[config.mk]
export PLATFORM = sky130hd
export DESIGN_NAME = program_loader
export DESIGN_NICKNAME = d
export VERILOG_FILES = /design/src/rtl/loader_pkg.sv /design/src/rtl/program_loader_word_assembler.sv /design/src/rtl/program_loader.sv
export SDC_FILE = /design/constraint.sdc
export NUM_CORES = 1
export LEC_CHECK = 0
export CORE_MARGIN = 4
export CORE_UTILIZATION = 42
export DETAILED_ROUTE_END_ITERATION = 16
export GPL_TIMING_DRIVEN = 1
export PLACE_DENSITY = 0.71
export SYNTH_ARGS = -nofsm -noshare
export SYNTH_HDL_FRONTEND = slang
export SYNTH_HIERARCHICAL = 1
export SYNTH_SLANG_ARGS = --single-unit
[constraint.sdc]
create_clock -name clk -period 5.55 [get_ports clk]
set_input_delay 1.11 -clock clk [delete_from_list [all_inputs] [get_ports clk]]
set_output_delay 1.11 -clock clk [all_outputs]
set_load 0.01 [all_outputs]
[src/rtl/loader_pkg.sv]
// Shared types and constants for the serial program loader.
// States, header size, word geometry and counter width.
package loader_pkg;

  typedef enum logic [2:0] {
    LEN0,
    LEN1,
    DATA,
    WRITE,
    DONE,
    ERR
  } state_t;

  localparam int HDR_BYTES      = 2;
  localparam int BYTES_PER_WORD = 4;
  localparam int CNT_W          = 16;

endpackage

[src/rtl/program_loader_word_assembler.sv]
// Little-endian 4-byte shift/assemble register with byte index.
// word_next is the word as it will look after this byte lands.
module word_assembler
  import loader_pkg::*;
(
  input  logic        clk,
  input  logic        reset,
  input  logic        accept,
  input  logic [7:0]  byte_in,
  output logic [31:0] word_next,
  output logic        word_full
);

  logic [31:0] word_q;
  logic [1:0]  idx;

  // Bytes shift in from the top so the first lands in bits 7:0.
  assign word_next = {byte_in, word_q[31:8]};
  assign word_full = accept && (idx == 2'(BYTES_PER_WORD - 1));

  always_ff @(posedge clk) begin
    if (reset) begin
      word_q <= '0;
      idx    <= '0;
    end else if (accept) begin
      word_q <= word_next;
      idx    <= idx + 2'd1;
    end
  end

endmodule

[src/rtl/program_loader.sv]
// Serial program loader: length header, then words into imem.
// Holds the core in reset until the whole image is written.
module program_loader
  import loader_pkg::*;
#(
  parameter int MAX_WORDS = 64
) (
  input  logic             clk,
  input  logic             reset,
  input  logic [7:0]       byte_in,
  input  logic             byte_valid,
  output logic             byte_ready,
  output logic             imem_we,
  output logic [63:0]      imem_addr,
  output logic [31:0]      imem_wdata,
  output logic             cpu_reset,
  output logic             load_done,
  output logic             error,
  output logic [CNT_W-1:0] word_count
);

  localparam logic [CNT_W-1:0] MAX_N = CNT_W'(MAX_WORDS);

  state_t           state;
  logic [CNT_W-1:0] n_words;
  logic [CNT_W-1:0] word_idx;
  logic [CNT_W-1:0] n_full;
  logic [CNT_W-1:0] count_inc;
  logic [31:0]      word_next;
  logic             accept;
  logic             asm_accept;
  logic             word_full;

  assign byte_ready = (state == LEN0) ||
                      (state == LEN1) ||
                      (state == DATA);
  assign cpu_reset  = (state != DONE);
  assign load_done  = (state == DONE);
  assign error      = (state == ERR);

  assign accept     = byte_valid && byte_ready;
  assign asm_accept = accept && (state == DATA);
  assign n_full     = {byte_in, n_words[7:0]};
  assign count_inc  = word_count + 16'd1;

  word_assembler u_asm (
    .clk       (clk),
    .reset     (reset),
    .accept    (asm_accept),
    .byte_in   (byte_in),
    .word_next (word_next),
    .word_full (word_full)
  );

  always_ff @(posedge clk) begin
    if (reset) begin
      state      <= LEN0;
      n_words    <= '0;
      word_idx   <= '0;
      word_count <= '0;
      imem_we    <= 1'b0;
      imem_addr  <= '0;
      imem_wdata <= '0;
    end else begin
      unique case (state)
        LEN0: begin
          if (accept) begin
            n_words[7:0] <= byte_in;
            state        <= LEN1;
          end
        end
        LEN1: begin
          if (accept) begin
            n_words[15:8] <= byte_in;
            if (n_full == '0)
              state <= DONE;
            else if (n_full > MAX_N)
              state <= ERR;
            else
              state <= DATA;
          end
        end
        DATA: begin
          // Strobe and payload are registered on the 4th byte itself,
          // giving a one-cycle write that needs no byte_in path.
          if (word_full) begin
            state      <= WRITE;
            imem_we    <= 1'b1;
            imem_addr  <= 64'({word_idx, 2'b00});
            imem_wdata <= word_next;
          end
        end
        WRITE: begin
          imem_we    <= 1'b0;
          word_idx   <= word_idx + 16'd1;
          word_count <= count_inc;
          state      <= (count_inc == n_words) ? DONE : DATA;
        end
        DONE: ;
        ERR:  ;
        default: state <= LEN0;
      endcase
    end
  end

endmodule

==> reports/metrics.cfg, run 1 <==
[run_status]
outcome=complete, no violations

[grt]
grt_start_max_net_pins=91
grt_pass1_wl_mm=20.68
met3_usage=0.04803
grt_pass1_vias=4140
grt_usage=0.1613
gr-usage-met2=0.2484
gr-total-overflow=0
grt-busiest-layer=met2
antenna_found_initial=0
use_met1=0.2136

[pwr]
ir_worst_vdd_mv=0.1877
p_total_mw=2.054
power.density_nw_per_um2=299.7
leakage_nw=2.382

[logic_synthesis]
yosysUniqueCellTypes=45
yosys_warnings=6
synthCells=678
synth.avg_cell_area_um2=8.413
ys_seq_area_frac=0.4422
synth_edf_count=0
ys_seq_elements=126
async_flop_share=0
synth_flop_cell=dfxtp_1
synth_area_um2=5704

[floorplan]
core_um2=13300
dieHeight_um=124.5
dieArea_um2=15510
start_util=0.4290
ioPinCount=128
die_w_um=124.5
rows=42

[clocking]
clkTransAtPathRegs_ns=0.05
clock-root-buffer=clkbuf_16
cts_sinks=126
htree_num_levels=4
insertion_delay_ns=0.41
cts_tree=built
cts_resized=0
cts_made_buffers=17
cts_buffer_depth=2
hold_buffers=0
post-cts-setup-buffers=0

[worst_setup_path]
crit_path_max_incr_delay_ns=0.73
reg2reg_from=state[0]
startpoint=byte_valid
critical_path.top_delay_family=simple AND/OR/NAND/NOR gates
worstSetupEndpointType=flip-flop
worstPathCellList=clkdlybuf4s50_1, and3_1, buf_4, and2_1, nand3_2, nand2_1, a21oi_1
critical-path-slowest-cell=nand3_2
worstSetupStartpointType=input pin
worstPathMaxFanout=48
crit_type=input pin to flip-flop
critical_path_buf_inv_count=2
worstPathRequired_ns=5.80
crit_arrival_ns=3.70

[finish]
instances_no_fill=917
fill_cells=1280
drive_gt1_frac=0.05938
flow.area_growth_from_synthesis_pct=20.11
final_util=0.5153
nets=742
antenna_cells=0

[timing]
rsz0062_at_grt=no
tightestPinTransition_ns=0.9673
finalSetupViolCount=0
min_period_over_period=0.6216
final.setup_skew_ns=0.005320
fin_crit_ns=3.450
setup_tns_ns=0
hold_viol=0
max_slew_margin=0.3552
timing.final.max_slew_violations=0
fmax_mhz=289.9

[drt]
wire_per_inst_um=13.63
drt_first_pass_iters=4
via_per_inst=4.796
route.vias.total=4398
dr.first_iter.drc_count=308
drc_errors=0
routed_wl_mm=12.50
ant_nets=0

[placed_design]
dp_hpwl_mm=8.272
port_buffers=79
dp.cells=885
place_congestion=0.8092

[job]
maxCapViolCount=0

[min_path]
min_from=imem_wdata[9]
hold_class=flip-flop to flip-flop

flip-flops by register name (all words and copies together), names as in the netlist:
| register | count |
|---|---|
| u_asm/idx | 2 |
| u_asm/word_q | 24 |
| imem_addr | 16 |
| imem_wdata | 32 |
| state | 3 |
| imem_we | 1 |
| word_count | 16 |
| n_words | 16 |
| word_idx | 16 |
cells in the final DEF, fill, tap and decap left out, drive strengths merged, types with 22 or more instances in the layout:
master,count
nand2,130
dfxtp,126
clkdlybuf4s50,78
nor2,72
a21oi,65
conb,48
mux2i,33
xnor2,28
xor2,24
clkbuf,22
where the power goes:
part,switching [mW],total (mW),internal (mW)
logic,0.0582,0.0870,0.0288
clock network,0.396,1.04,0.647
registers,0.00985,0.923,0.913
total,0.464,2.05,1.59
final timing paths:
| kind | endpoint | slack [ns] | depth (start not counted) |
|---|---|---|---|
| worst max register to register | imem_addr[15] | 2.72 | 7 |
| worst min register to register | imem_wdata[9] | 0.45 | 2 |
| worst max-delay path | imem_addr[15] | 2.10 | 7 |
| worst min-delay path | imem_wdata[9] | 0.45 | 2 |
cell usage after synthesis (all sizes together) (4+ instances only):
master  number  area (um^2)
xnor2       28        245.2
dfxtp      126         2522
mux2i       33        330.3
o21ai       10        50.04
nor3        13        70.07
or3          9        58.80
clkbuf      28        105.1
a21oi       65        325.3
nor2        72        272.8
buf         71        531.8
and4         4        35.03
nand2      130        488.0
nor4         4        25.02
nand3       16        80.08
and3         4        25.02
or4          5        41.29
xor2        24        210.2
inv          5        18.77
nand4       10        92.59
layout make-up:
cell class,instances,area [um^2],share of cell area
multi-input combinational,495,2709,0.3954
clock buffer,22,474.2,0.06921
timing repair buffer,83,818.3,0.1194
inverter,5,18.77,0.002739
tap,176,220.2,0.03214
sequential,126,2522,0.3682
clock inverter,10,88.84,0.01297
tightest hold or removal path: cells and delay by family (launching register included):
kind,cells,cell delay [ns]
AOI/OAI and AO/OA,1,0.05
DFF,1,0.30
and+or+nand+nor,1,0.05
per-stage QoR:
| step | worst slack [ns] | hold slack (ns) | area (um^2) |
|---|---|---|---|
| after detailed placement | 1.691 | 0.4453 | 6289 |
| after floorplan | 2.755 | 0.4312 | 5881 |
| final | 2.100 | 0.4525 | 6852 |
| after CTS | 2.090 | 0.4528 | 6852 |
| after global placement | 1.726 | 0.4411 | 6289 |
| after global routing | 1.891 | 0.4804 | 6852 |
layer usage:
layer	wire length, um	vias up
met3	628	13
li1	-	2239
met2	5703	117
met4	158	0
met5	0	-
met1	6012	2029
kinds of logic (layout without fill, tap and decap cells):
family | count (synthesis) | in the layout | share of synthesized area
adders and majority gates | 3 | 3 | 0.006581
buffers and inverters | 104 | 120 | 0.1149
DFF | 126 | 126 | 0.4422
AOI/OAI and AO/OA | 84 | 84 | 0.07897
muxes | 33 | 33 | 0.05791
xor gates and xnor gates | 52 | 52 | 0.07984
other | 1 | 48 | 0.0006574
and+or+nand+nor | 275 | 275 | 0.2189
Power figures use the tool's default switching activity.
==> run 2, diff against run 1 <==
- clock period: 5.55 -> 3.3 ns (I/O delays scaled with it)
==> reports/metrics.cfg, run 2 (synthesis results as in run 1) <==
[run_status]
outcome=complete, no violations

[clocking]
cts_tree=built
insertion_delay_ns=0.42  ; about the same
cts_sinks=126  ; unchanged
cts_buffer_depth=2  ; unchanged
hold_buffers=0  ; unchanged
cts_made_buffers=17  ; unchanged
clkTransAtPathRegs_ns=0.05  ; about the same
cts_resized=0  ; unchanged
post-cts-setup-buffers=0  ; unchanged
htree_num_levels=4  ; unchanged
clock-root-buffer=clkbuf_16

[finish]
fin_area_um2=7017  ; +2.4%
instances_no_fill=927  ; +1.1%
drive_gt1_frac=0.07457  ; +0.01519
antenna_cells=0  ; unchanged
final_util=0.5278  ; +0.01242
layout_common_cells=nand2_1 (130), dfxtp_1 (126), clkdlybuf4s50_1 (78)
reg.largest.list=imem_wdata x32, u_asm/word_q x24
largest_register_ffs=32  ; unchanged
flow.area_growth_from_synthesis_pct=23.01
nets=752  ; +1.3%
top_register=imem_wdata
fill_cells=1237  ; -3.4%
final_common_cell=nand2_1

[min_path]
hold_depth=2  ; unchanged
hold_class=flip-flop to flip-flop
min_to=imem_wdata[30]
min_from=imem_wdata[30]

[drt]
drt_first_pass_iters=4  ; unchanged
wire_per_inst_um=13.75  ; +0.84%
route.vias.total=4470  ; +1.6%
drc_errors=0  ; unchanged
routed_wl_mm=12.75  ; +1.9%
dr.first_iter.drc_count=302  ; -1.9%
ant_nets=0  ; unchanged
via_per_inst=4.822  ; +0.54%

[floorplan]
ioPinCount=128  ; unchanged
dieArea_um2=15510  ; unchanged
dieHeight_um=124.5  ; unchanged
start_util=0.4290  ; unchanged
core_um2=13300  ; unchanged
rows=42  ; unchanged
die_w_um=124.5  ; unchanged

[worst_setup_path]
reg2reg_from=word_count[0]
worstReg2RegEnd=state[2]
worstPathRequired_ns=2.64  ; -3.16 ns
worstSetupStartpointType=flip-flop
rrSetupSlack_ns=0.85  ; -1.87 ns
r2r_cells=7  ; unchanged
crit_arrival_ns=2.06  ; -1.64 ns
crit_type=flip-flop to output port
worstPathMaxFanout=8  ; -83%
worstSetupEndpointType=output port

[grt]
grt_pass1_wl_mm=20.40  ; -1.3%
antenna_found_initial=0  ; unchanged
grt_start_max_net_pins=50  ; -45%
gr-total-overflow=0  ; unchanged
grt_pass1_vias=4014  ; -3.0%
grt_usage=0.1609  ; -0.0004080

[pwr]
combPwrFrac=0.041  ; about the same
swShare=0.2181  ; -0.008018
power.density_nw_per_um2=527.4  ; +76%
p_seq_frac=0.419  ; -0.030
p_clk_frac=0.539  ; +0.031
ir_worst_vdd_mv=0.3427  ; +83%
leakage_nw=2.471  ; +3.7%
switching_power_mw=0.8072  ; +74%
p_total_mw=3.701  ; +80%
p_int_mw=2.893  ; +82%

[timing]
timing.final.max_slew_violations=0  ; unchanged
setup_tns_ns=0  ; unchanged
min_period_over_period=0.8228
finalSetupViolCount=0  ; unchanged
hold_viol=0  ; unchanged
fmax_mhz=368.3
timing.final.ws_setup_ns=0.5849  ; -1.515 ns
max_slew_margin=0.5954  ; +0.2402
rsz0062_at_grt=no
fin_crit_ns=2.715
tightestPinTransition_ns=0.6023  ; -0.3649 ns
final.setup_skew_ns=0.01379  ; +0.008469 ns
worst_hold_slack_ns=0.4512  ; -0.001252 ns

[placed_design]
dp_worst_setup_slack_ns=0.6108  ; -1.080 ns
dp_hpwl_mm=8.502  ; +2.8%
dp.cells=895  ; +1.1%
port_buffers=79  ; unchanged
place_congestion=0.8555  ; +5.7%
placed_area_um2=6376  ; +1.4%

[job]
maxCapViolCount=0  ; unchanged

[run 2: changes by cell type in the layout (fill, tap and decap cells not counted)]
cell        previous run  this run
clkinv_2               4         2
buf_12                 0         1
clkinvlp_4             4         3
bufinv_16              1         4
buf_4                  5        14
clkinv_4               1         3
clkbuf_1               2         0
inv_6                  0         1
clkbuf_8               3         2
[run 2: worst max-delay path, stage by stage, from the launching register on]
cell and delay [ns]:
dfxtp_1 0.47, inv_1 0.16, or3_1 0.43, inv_1 0.06, clkdlybuf4s50_1 0.52
[run 2: final cells by class]
class,count,area [um^2],share of cell area
clock buffer,19,452.9,0.06455
clock inverter,13,187.7,0.02675
inverter,5,18.77,0.002675
multi-input combinational,495,2709,0.3861
sequential,126,2522,0.3595
tap,176,220.2,0.03138
timing repair buffer,93,905.9,0.1291
[run 2: routing by layer]
metal,global-route usage,share of wire,vias to the layer above
met2,0.2347,0.46,112
met4,0.06512,0.016,0
met1,0.2186,0.47,2066
met3,0.05360,0.055,15
li1,-,-,2277
met5,0,0,-
[run 2: power groups by stage]
| stage | registers, mW | logic (mW) | clock network, mW |
|---|---|---|---|
| 2_1_floorplan | 1.58 | 0.155 | 0 |
| 3_3_place_gp | 1.58 | 0.149 | 0 |
| 3_5_place_dp | 1.59 | 0.150 | 0 |
| 4_1_cts | 1.55 | 0.152 | 2.04 |
| 5_1_grt | 1.55 | 0.169 | 2.10 |
| 6_report | 1.55 | 0.152 | 2.00 |
[run 2: worst max-delay path by stage]
| stage | slack, ns | start | end |
|---|---|---|---|
| final | 0.58 | state[2] | load_done |
| after floorplan | 0.95 | byte_valid | imem_addr[14] |
| after global placement | 0.64 | byte_in[4] | state[2] |
| after global routing | 0.45 | state[2] | load_done |
| after detailed placement | 0.61 | byte_in[4] | state[1] |
| after CTS | 0.56 | state[2] | load_done |
